===== config.mk =====
export PLATFORM = sky130hd
export DESIGN_NAME = lsu_ctrl_flat
export DESIGN_NICKNAME = d
export VERILOG_FILES = /design/src/rtl/lsu_pkg.sv /design/src/rtl/lsu_ctrl_if.sv /design/src/rtl/lsu_align.sv /design/src/rtl/lsu_ctrl.sv /design/src/flat_wrapper.sv
export SDC_FILE = /design/constraint.sdc
export NUM_CORES = 1
export LEC_CHECK = 0
export CAP_MARGIN = 20
export CORE_ASPECT_RATIO = 0.7
export CORE_UTILIZATION = 35
export CTS_CLUSTER_DIAMETER = 40
export DETAILED_ROUTE_END_ITERATION = 8
export PLACE_DENSITY = 0.63
export SYNTH_ARGS = -nofsm -noshare
export SYNTH_HDL_FRONTEND = slang
export SYNTH_SLANG_ARGS = --single-unit
export TNS_END_PERCENT = 1

===== constraint.sdc =====
create_clock -name clk -period 4.4 [get_ports clk]
set_clock_uncertainty 0.1 [all_clocks]
set_input_delay 0.88 -clock clk [delete_from_list [all_inputs] [get_ports clk]]
set_output_delay 0.88 -clock clk [all_outputs]
set_load 0.1 [all_outputs]

===== src/rtl/lsu_pkg.sv =====
// lsu_pkg: shared state/size types and
// small decode helpers for the LSU controller.
package lsu_pkg;

  typedef enum logic [1:0] {
    IDLE,
    REQ,
    WAIT
  } lsu_state_t;

  typedef enum logic [1:0] {
    SZ_B,
    SZ_H,
    SZ_W
  } mem_size_t;

  // funct3[1:0]=11 has no RV32 meaning; treat as word
  function automatic mem_size_t size_of(
    input logic [2:0] f3
  );
    if (f3[1:0] == 2'b00) return SZ_B;
    if (f3[1:0] == 2'b01) return SZ_H;
    return SZ_W;
  endfunction

  function automatic logic [3:0] wstrb_gen(
    input mem_size_t  sz,
    input logic [1:0] off
  );
    logic [3:0] base;
    unique case (sz)
      SZ_B:    base = 4'b0001;
      SZ_H:    base = 4'b0011;
      default: base = 4'b1111;
    endcase
    return (sz == SZ_W) ? 4'hF : base << off;
  endfunction

  function automatic logic misaligned(
    input mem_size_t  sz,
    input logic [1:0] off
  );
    return ((sz == SZ_H) && off[0]) ||
           ((sz == SZ_W) && (off != 2'b00));
  endfunction

endpackage


===== src/rtl/lsu_ctrl_if.sv =====
// lsu_ctrl_if: data-memory request/response
// channel between the LSU (master) and memory.
interface lsu_ctrl_if #(
  parameter int XLEN   = 32,
  parameter int ADDR_W = 32
);
  logic              req_valid;
  logic              req_ready;
  logic              req_we;
  logic [ADDR_W-1:0] req_addr;
  logic [XLEN-1:0]   req_wdata;
  logic [XLEN/8-1:0] req_wstrb;
  logic              resp_valid;
  logic [XLEN-1:0]   resp_rdata;

  modport master (
    output req_valid, req_we, req_addr,
    output req_wdata, req_wstrb,
    input  req_ready, resp_valid, resp_rdata
  );

  modport slave (
    input  req_valid, req_we, req_addr,
    input  req_wdata, req_wstrb,
    output req_ready, resp_valid, resp_rdata
  );
endinterface


===== src/rtl/lsu_align.sv =====
// lsu_align: store lane replication/strobes
// and load byte/half extract with extension.
module lsu_align
  import lsu_pkg::*;
#(
  parameter int XLEN = 32
) (
  input  logic              is_load,
  input  logic [2:0]        st_funct3,
  input  logic [1:0]        st_off,
  input  logic [XLEN-1:0]   st_data,
  output logic [XLEN-1:0]   st_wdata,
  output logic [XLEN/8-1:0] st_wstrb,
  input  logic [2:0]        ld_funct3,
  input  logic [1:0]        ld_off,
  input  logic [XLEN-1:0]   ld_raw,
  output logic [XLEN-1:0]   ld_data
);

  mem_size_t       st_sz;
  mem_size_t       ld_sz;
  logic [XLEN-1:0] ld_shift;
  logic            ld_sext;

  assign st_sz    = size_of(st_funct3);
  assign ld_sz    = size_of(ld_funct3);
  assign ld_shift = ld_raw >> {ld_off, 3'b000};
  assign ld_sext  = ~ld_funct3[2];

  // store: replicate into every lane; loads keep the bus quiet
  always_comb begin
    st_wdata = '0;
    st_wstrb = '0;
    if (!is_load) begin
      st_wstrb = wstrb_gen(st_sz, st_off);
      unique case (1'b1)
        st_sz == SZ_B: st_wdata = {4{st_data[7:0]}};
        st_sz == SZ_H: st_wdata = {2{st_data[15:0]}};
        default:       st_wdata = st_data;
      endcase
    end
  end

  // load: pick the addressed lane, then sign/zero extend
  always_comb begin
    ld_data = ld_raw;
    unique case (1'b1)
      ld_sz == SZ_B:
        ld_data = {{24{ld_sext & ld_shift[7]}},
                   ld_shift[7:0]};
      ld_sz == SZ_H:
        ld_data = {{16{ld_sext & ld_shift[15]}},
                   ld_shift[15:0]};
      default: ld_data = ld_raw;
    endcase
  end

endmodule


===== src/rtl/lsu_ctrl.sv =====
// lsu_ctrl: one-op-at-a-time load/store
// sequencer driving a valid/ready memory channel.
module lsu_ctrl
  import lsu_pkg::*;
#(
  parameter int XLEN   = 32,
  parameter int ADDR_W = 32
) (
  input  logic              clk,
  input  logic              rst_n,
  input  logic              lsu_en,
  input  logic              flush,
  input  logic              op_valid,
  input  logic              op_is_load,
  input  logic [2:0]        op_funct3,
  input  logic [ADDR_W-1:0] op_addr,
  input  logic [XLEN-1:0]   op_wdata,
  input  logic [4:0]        op_rd,
  lsu_ctrl_if.master        mem,
  output logic              lsu_busy,
  output logic              ld_valid,
  output logic [4:0]        ld_rd,
  output logic [XLEN-1:0]   ld_data,
  output logic              misalign
);

  lsu_state_t state;
  lsu_state_t next_state;

  logic accept;
  logic op_mis;
  logic start;
  logic kill;
  logic resp_take;
  logic wb_fire;

  logic [ADDR_W-1:0] addr_q;
  logic [2:0]        funct3_q;
  logic [4:0]        rd_q;
  logic              we_q;
  logic [XLEN-1:0]   wdata_q;
  logic [XLEN/8-1:0] wstrb_q;

  logic [XLEN-1:0]   st_wdata;
  logic [XLEN/8-1:0] st_wstrb;
  logic [XLEN-1:0]   ld_fmt;

  assign accept = (state == IDLE) & op_valid &
                  lsu_en & ~flush;
  assign op_mis = misaligned(size_of(op_funct3),
                             op_addr[1:0]);
  assign start  = accept & ~op_mis;

  assign resp_take = (state == WAIT) & mem.resp_valid;
  assign wb_fire   = resp_take & ~kill & ~flush;

  lsu_align #(.XLEN(XLEN)) u_align (
    .is_load   (op_is_load),
    .st_funct3 (op_funct3),
    .st_off    (op_addr[1:0]),
    .st_data   (op_wdata),
    .st_wdata  (st_wdata),
    .st_wstrb  (st_wstrb),
    .ld_funct3 (funct3_q),
    .ld_off    (addr_q[1:0]),
    .ld_raw    (mem.resp_rdata),
    .ld_data   (ld_fmt)
  );

  // state register
  always_ff @(posedge clk or negedge rst_n) begin
    if (!rst_n) state <= IDLE;
    else        state <= next_state;
  end

  // next state: stores retire on acceptance
  always_comb begin
    next_state = state;
    unique case (state)
      IDLE: if (start) next_state = REQ;
      REQ:
        if (mem.req_ready)
          next_state = we_q ? IDLE : WAIT;
      WAIT: if (mem.resp_valid) next_state = IDLE;
      default: next_state = IDLE;
    endcase
  end

  // request valid and stall toward fetch/issue
  always_comb begin
    mem.req_valid = (state == REQ);
    lsu_busy      = (state != IDLE) | accept;
  end

  assign mem.req_we    = we_q;
  assign mem.req_addr  = {addr_q[ADDR_W-1:2], 2'b00};
  assign mem.req_wdata = wdata_q;
  assign mem.req_wstrb = wstrb_q;

  // capture the accepted op; held stable through REQ
  always_ff @(posedge clk or negedge rst_n) begin
    if (!rst_n) begin
      addr_q   <= '0;
      wdata_q  <= '0;
      wstrb_q  <= '0;
      funct3_q <= '0;
      rd_q     <= '0;
      we_q     <= 1'b0;
    end else if (start) begin
      addr_q   <= op_addr;
      wdata_q  <= st_wdata;
      wstrb_q  <= st_wstrb;
      funct3_q <= op_funct3;
      rd_q     <= op_rd;
      we_q     <= ~op_is_load;
    end
  end

  // kill latches a flush seen while an op is in flight
  always_ff @(posedge clk or negedge rst_n) begin
    if (!rst_n)
      kill <= 1'b0;
    else if (next_state == IDLE)
      kill <= 1'b0;
    else if (flush && (state != IDLE))
      kill <= 1'b1;
  end

  // registered writeback and misalign pulses
  always_ff @(posedge clk or negedge rst_n) begin
    if (!rst_n) begin
      ld_valid <= 1'b0;
      ld_rd    <= '0;
      ld_data  <= '0;
      misalign <= 1'b0;
    end else begin
      ld_valid <= wb_fire;
      misalign <= accept & op_mis;
      if (wb_fire) begin
        ld_rd   <= rd_q;
        ld_data <= ld_fmt;
      end
    end
  end

endmodule


===== src/flat_wrapper.sv =====
// flat-port wrapper written by rule: the top's interface ports become plain ports
module lsu_ctrl_flat import lsu_pkg::*;
#(
  parameter int XLEN   = 32,
  parameter int ADDR_W = 32
)
  (clk, rst_n, lsu_en, flush, op_valid, op_is_load, op_funct3, op_addr, op_wdata, op_rd, lsu_busy, ld_valid, ld_rd, ld_data, misalign, mem_req_valid, mem_req_we, mem_req_addr, mem_req_wdata, mem_req_wstrb, mem_req_ready, mem_resp_valid, mem_resp_rdata);
  lsu_ctrl_if #(.XLEN(XLEN), .ADDR_W(ADDR_W)) mem_i ();
  input  logic clk;
  input  logic rst_n;
  input  logic lsu_en;
  input  logic flush;
  input  logic op_valid;
  input  logic op_is_load;
  input  logic [2:0] op_funct3;
  input  logic [ADDR_W-1:0] op_addr;
  input  logic [XLEN-1:0] op_wdata;
  input  logic [4:0] op_rd;
  output logic lsu_busy;
  output logic ld_valid;
  output logic [4:0] ld_rd;
  output logic [XLEN-1:0] ld_data;
  output logic misalign;
  output wire logic [$bits(mem_i.req_valid)-1:0] mem_req_valid;
  output wire logic [$bits(mem_i.req_we)-1:0] mem_req_we;
  output wire logic [$bits(mem_i.req_addr)-1:0] mem_req_addr;
  output wire logic [$bits(mem_i.req_wdata)-1:0] mem_req_wdata;
  output wire logic [$bits(mem_i.req_wstrb)-1:0] mem_req_wstrb;
  input wire logic [$bits(mem_i.req_ready)-1:0] mem_req_ready;
  input wire logic [$bits(mem_i.resp_valid)-1:0] mem_resp_valid;
  input wire logic [$bits(mem_i.resp_rdata)-1:0] mem_resp_rdata;
  assign mem_req_valid = mem_i.req_valid;
  assign mem_req_we = mem_i.req_we;
  assign mem_req_addr = mem_i.req_addr;
  assign mem_req_wdata = mem_i.req_wdata;
  assign mem_req_wstrb = mem_i.req_wstrb;
  assign mem_i.req_ready = mem_req_ready;
  assign mem_i.resp_valid = mem_resp_valid;
  assign mem_i.resp_rdata = mem_resp_rdata;
  lsu_ctrl #(.XLEN(XLEN), .ADDR_W(ADDR_W)) u_core (.clk(clk), .rst_n(rst_n), .lsu_en(lsu_en), .flush(flush), .op_valid(op_valid), .op_is_load(op_is_load), .op_funct3(op_funct3), .op_addr(op_addr), .op_wdata(op_wdata), .op_rd(op_rd), .mem(mem_i), .lsu_busy(lsu_busy), .ld_valid(ld_valid), .ld_rd(ld_rd), .ld_data(ld_data), .misalign(misalign));
endmodule

==> flow_metrics.py <==
metrics = {
    "timing": {
        "rsz0062_at_grt": "no",
        "worstMarginPinSlew_ns": 1.05,
        "final_max_slew_viol_count": 0,
        "relSlewSlack": 0.300,
        "fin_crit_ns": 3.16,
        "fin_crit_sh": 0.718,
        "timing.final.ws_setup_ns": 1.24,
        "tns_ns": 0,
        "fmax_ghz": 0.317,
        "setup_violations": 0,
        "hold_viol": 0,
    },
    "critical_path": {
        "cp_cell_sequence": "nand2b_1 > inv_1 > clkdlybuf4s50_1",
        "crit_type": "register to output pin",
        "crit_arrival_ns": 2.18,
        "cp_slowest_cell": "clkdlybuf4s50_1",
        "reg2reg_to": "u_core.ld_data[11]",
        "cpPeakStageDelay_ns": 1.12,
        "r2r-start": "u_core.addr_q[1]",
        "rrSetupSlack_ns": 1.79,
        "critPathTopFamily": "buffers and inverters",
        "critPathRequiredTime_ns": 3.42,
        "cp.buffers_inverters": 2,
        "reg2regPathDepth": 5,
        "cp_max_fo": 3,
        "crit_path_end_kind": "output pin",
        "critPathLaunchType": "register",
    },
    "layout": {
        "area_growth_pct": 48.8,
        "n_antenna_cell": 0,
        "final_cells": 963,
        "drive_gt1_frac": 0.131,
        "nNetsFinal": 842,
        "finish.instance_area_um2": 8550,
    },
    "clock_tree": {
        "cts_hold_buf": 0,
        "cts_root_buf": "clkbuf_16",
        "h-tree-depth": 4,
        "clock_latency_ns": 0.40,
        "numCtsBuffers": 17,
        "clk_path_buf_depth": 2,
        "postCtsSetupBuffers": 0,
        "clk_pin_slew_ns": 0.06,
        "cts.sinks": 119,
        "post_cts_resized": 0,
        "cts_tree": "done",
    },
    "flow_run": {
        "cap_violations": 0,
    },
    "route": {
        "drc": 0,
        "wl_per_cell_um": 17.8,
        "drt-total-wl_um": 17200,
        "drtAntennaViolNets": 0,
        "first_pass_iters": 4,
        "viasPerCell": 4.94,
        "vias": 4759,
        "drtIter0Drc": 238,
    },
    "floorplanning": {
        "dieArea_um2": 16900,
        "num_rows": 38,
        "coreArea_um2": 15800,
        "die_w_um": 155,
        "fp.dieH_um": 109,
        "io_pins": 222,
        "start_util": 0.364,
    },
    "outcome": {
        "status": "finished clean",
    },
    "min_path": {
        "hp-class": "register to register",
        "whs_path_depth": 2,
        "holdCritStartpoint": "u_core.rd_q[3]",
        "holdPathEnd": "u_core.ld_rd[3]",
    },
    "synthesis": {
        "yosys_warnings": 0,
        "synth_most_common_cell": "dfrtp_1",
        "avgSynthCellArea_um2": 10.4,
        "synth.ff_latch_count": 119,
        "synthDistinctLibCells": 34,
        "async_reset_ff_frac": 1.00,
        "synth-main-ff-cell": "dfrtp_1",
        "synth_area_leader_cell": "dfrtp_1",
        "synth_edf_count": 0,
        "syn_inst": 553,
        "synth_top_area_share": 0.518,
        "synthTopCellsByCount": "dfrtp_1 (119), nand2_1 (69), nor2_1 (46)",
        "ys_seq_area_frac": 0.518,
        "syn_area_um2": 5750,
        "synth.area.top_cells": "dfrtp_1 (52%), mux2_2 (7.8%), mux2i_1 (6.1%)",
    },
    "global_route": {
        "grt_max_degree": 66,
        "grt_pass1_vias": 4597,
        "antenna_found_initial": 1,
        "grt.overflow.total": 0,
        "grtUsageTotal": 0.204,
        "grt_pass1_wl_um": 26000,
    },
    "pwr": {
        "p_int_w": 0.00339,
        "pwr-share-seq": 0.238,
        "p_per_area_nw_per_um2": 828,
        "irDropWorstVdd_mv": 0.517,
        "p_leak_nw": 3.64,
        "switchingPower_w": 0.00369,
        "switching_share": 0.522,
        "power_frac_clock": 0.218,
        "combPwrFrac": 0.544,
    },
    "placed_design": {
        "place_area_um2": 7890,
        "io_buffers": 219,
        "dp.final_hpwl_um": 12300,
        "gp_congestion": 0.867,
        "place_inst": 931,
        "place_ws_ns": 1.06,
    },
}
## power by group through the flow
stage | Sequential, W | Clock (W) | Combinational (W)
after floorplan | 0.00333 | 0 | 0.00135
after global placement | 0.00169 | 0 | 0.00383
after detailed placement | 0.00170 | 0 | 0.00386
after CTS | 0.00169 | 0.00159 | 0.00386
after global routing | 0.00173 | 0.00164 | 0.00397
final | 0.00168 | 0.00155 | 0.00385
## final cells by class
type	instances	area, µm²
Multi-Input combinational cell	359	2350
Clock inverter	14	221
Tap cell	220	275
Fill cell	1400	7240
Sequential cell	119	2980
Timing Repair Buffer	230	2270
Clock buffer	18	439
Inverter	3	11.3
## metal layers
metal | GRT usage | vias up | wire length [µm]
li1 | - | 2242 | -
met1 | 0.282 | 2312 | 7740
met2 | 0.291 | 178 | 7570
met3 | 0.0739 | 25 | 1590
met4 | 0.0736 | 2 | 267
met5 | 0 | - | 13
## stage by stage
step	hold slack (ns)	util	total power, W
after floorplan	0.333	-	0.00468
after global placement	0.353	0.500	0.00552
after detailed placement	0.356	0.500	0.00556
after CTS	0.372	0.542	0.00714
after global routing	0.397	0.542	0.00734
final	0.370	0.542	0.00708
## worst max path at each step
stage	startpoint	endpoint	slack, ns	cells past startpoint
2_1_floorplan	flush	lsu_busy	1.55	2
3_3_place_gp	flush	u_core.ld_data[20]	1.13	4
3_5_place_dp	flush	u_core.ld_data[17]	1.06	4
4_1_cts	u_core.state[1]	mem_req_valid	1.21	3
5_1_grt	u_core.state[1]	mem_req_valid	1.19	3
6_report	u_core.state[1]	mem_req_valid	1.24	3
## placed cells by master (no fill, tap or decap), drive strengths merged, types with 2 or more instances in the layout
| cell | synthesis | layout |
|---|---|---|
| a211oi | 7 | 7 |
| clkinvlp | 0 | 3 |
| mux2i | 35 | 35 |
| bufinv | 0 | 5 |
| dfrtp | 119 | 119 |
| o21ai | 35 | 35 |
| or3 | 2 | 2 |
| clkdlybuf4s50 | 0 | 217 |
| inv | 3 | 6 |
| clkinv | 0 | 3 |
| nor2b | 4 | 4 |
| a21o | 7 | 7 |
| o22ai | 16 | 16 |
| o31ai | 27 | 27 |
| mux2 | 40 | 40 |
| nand2 | 69 | 69 |
| a21oi | 33 | 33 |
| nor3b | 8 | 8 |
| nor2 | 46 | 46 |
| nand2b | 18 | 18 |
| clkbuf | 27 | 18 |
| conb | 1 | 2 |
| buf | 46 | 13 |
## sequential cells by signal, indices dropped and copies added, names as in the netlist
| name | count |
|---|---|
| u_core.addr_q | 32 |
| u_core.ld_data | 32 |
| u_core.mem.req_wdata | 32 |
| u_core.ld_rd | 5 |
| u_core.rd_q | 5 |
| u_core.mem.req_wstrb | 4 |
| u_core.funct3_q | 3 |
| u_core.state | 2 |
| u_core.kill | 1 |
| u_core.ld_valid | 1 |
| u_core.mem.req_we | 1 |
| u_core.misalign | 1 |
## cell families after synthesis
logic type | synth area share
and+or+nand+nor | 0.118
AOI/OAI and AO/OA | 0.146
DFF | 0.518
muxes | 0.143
buffers and inverters | 0.0727
xor gates and xnor gates | 0.00152
other | 0.000653
## worst reg2reg max path, cell delays in order (launching register included)
cell      delay, ns
dfrtp_1        0.77
mux4_2         0.63
nor3b_1        0.18
nor3_1         0.49
buf_4          0.25
a211oi_1       0.08
Power figures use the tool's default switching activity.
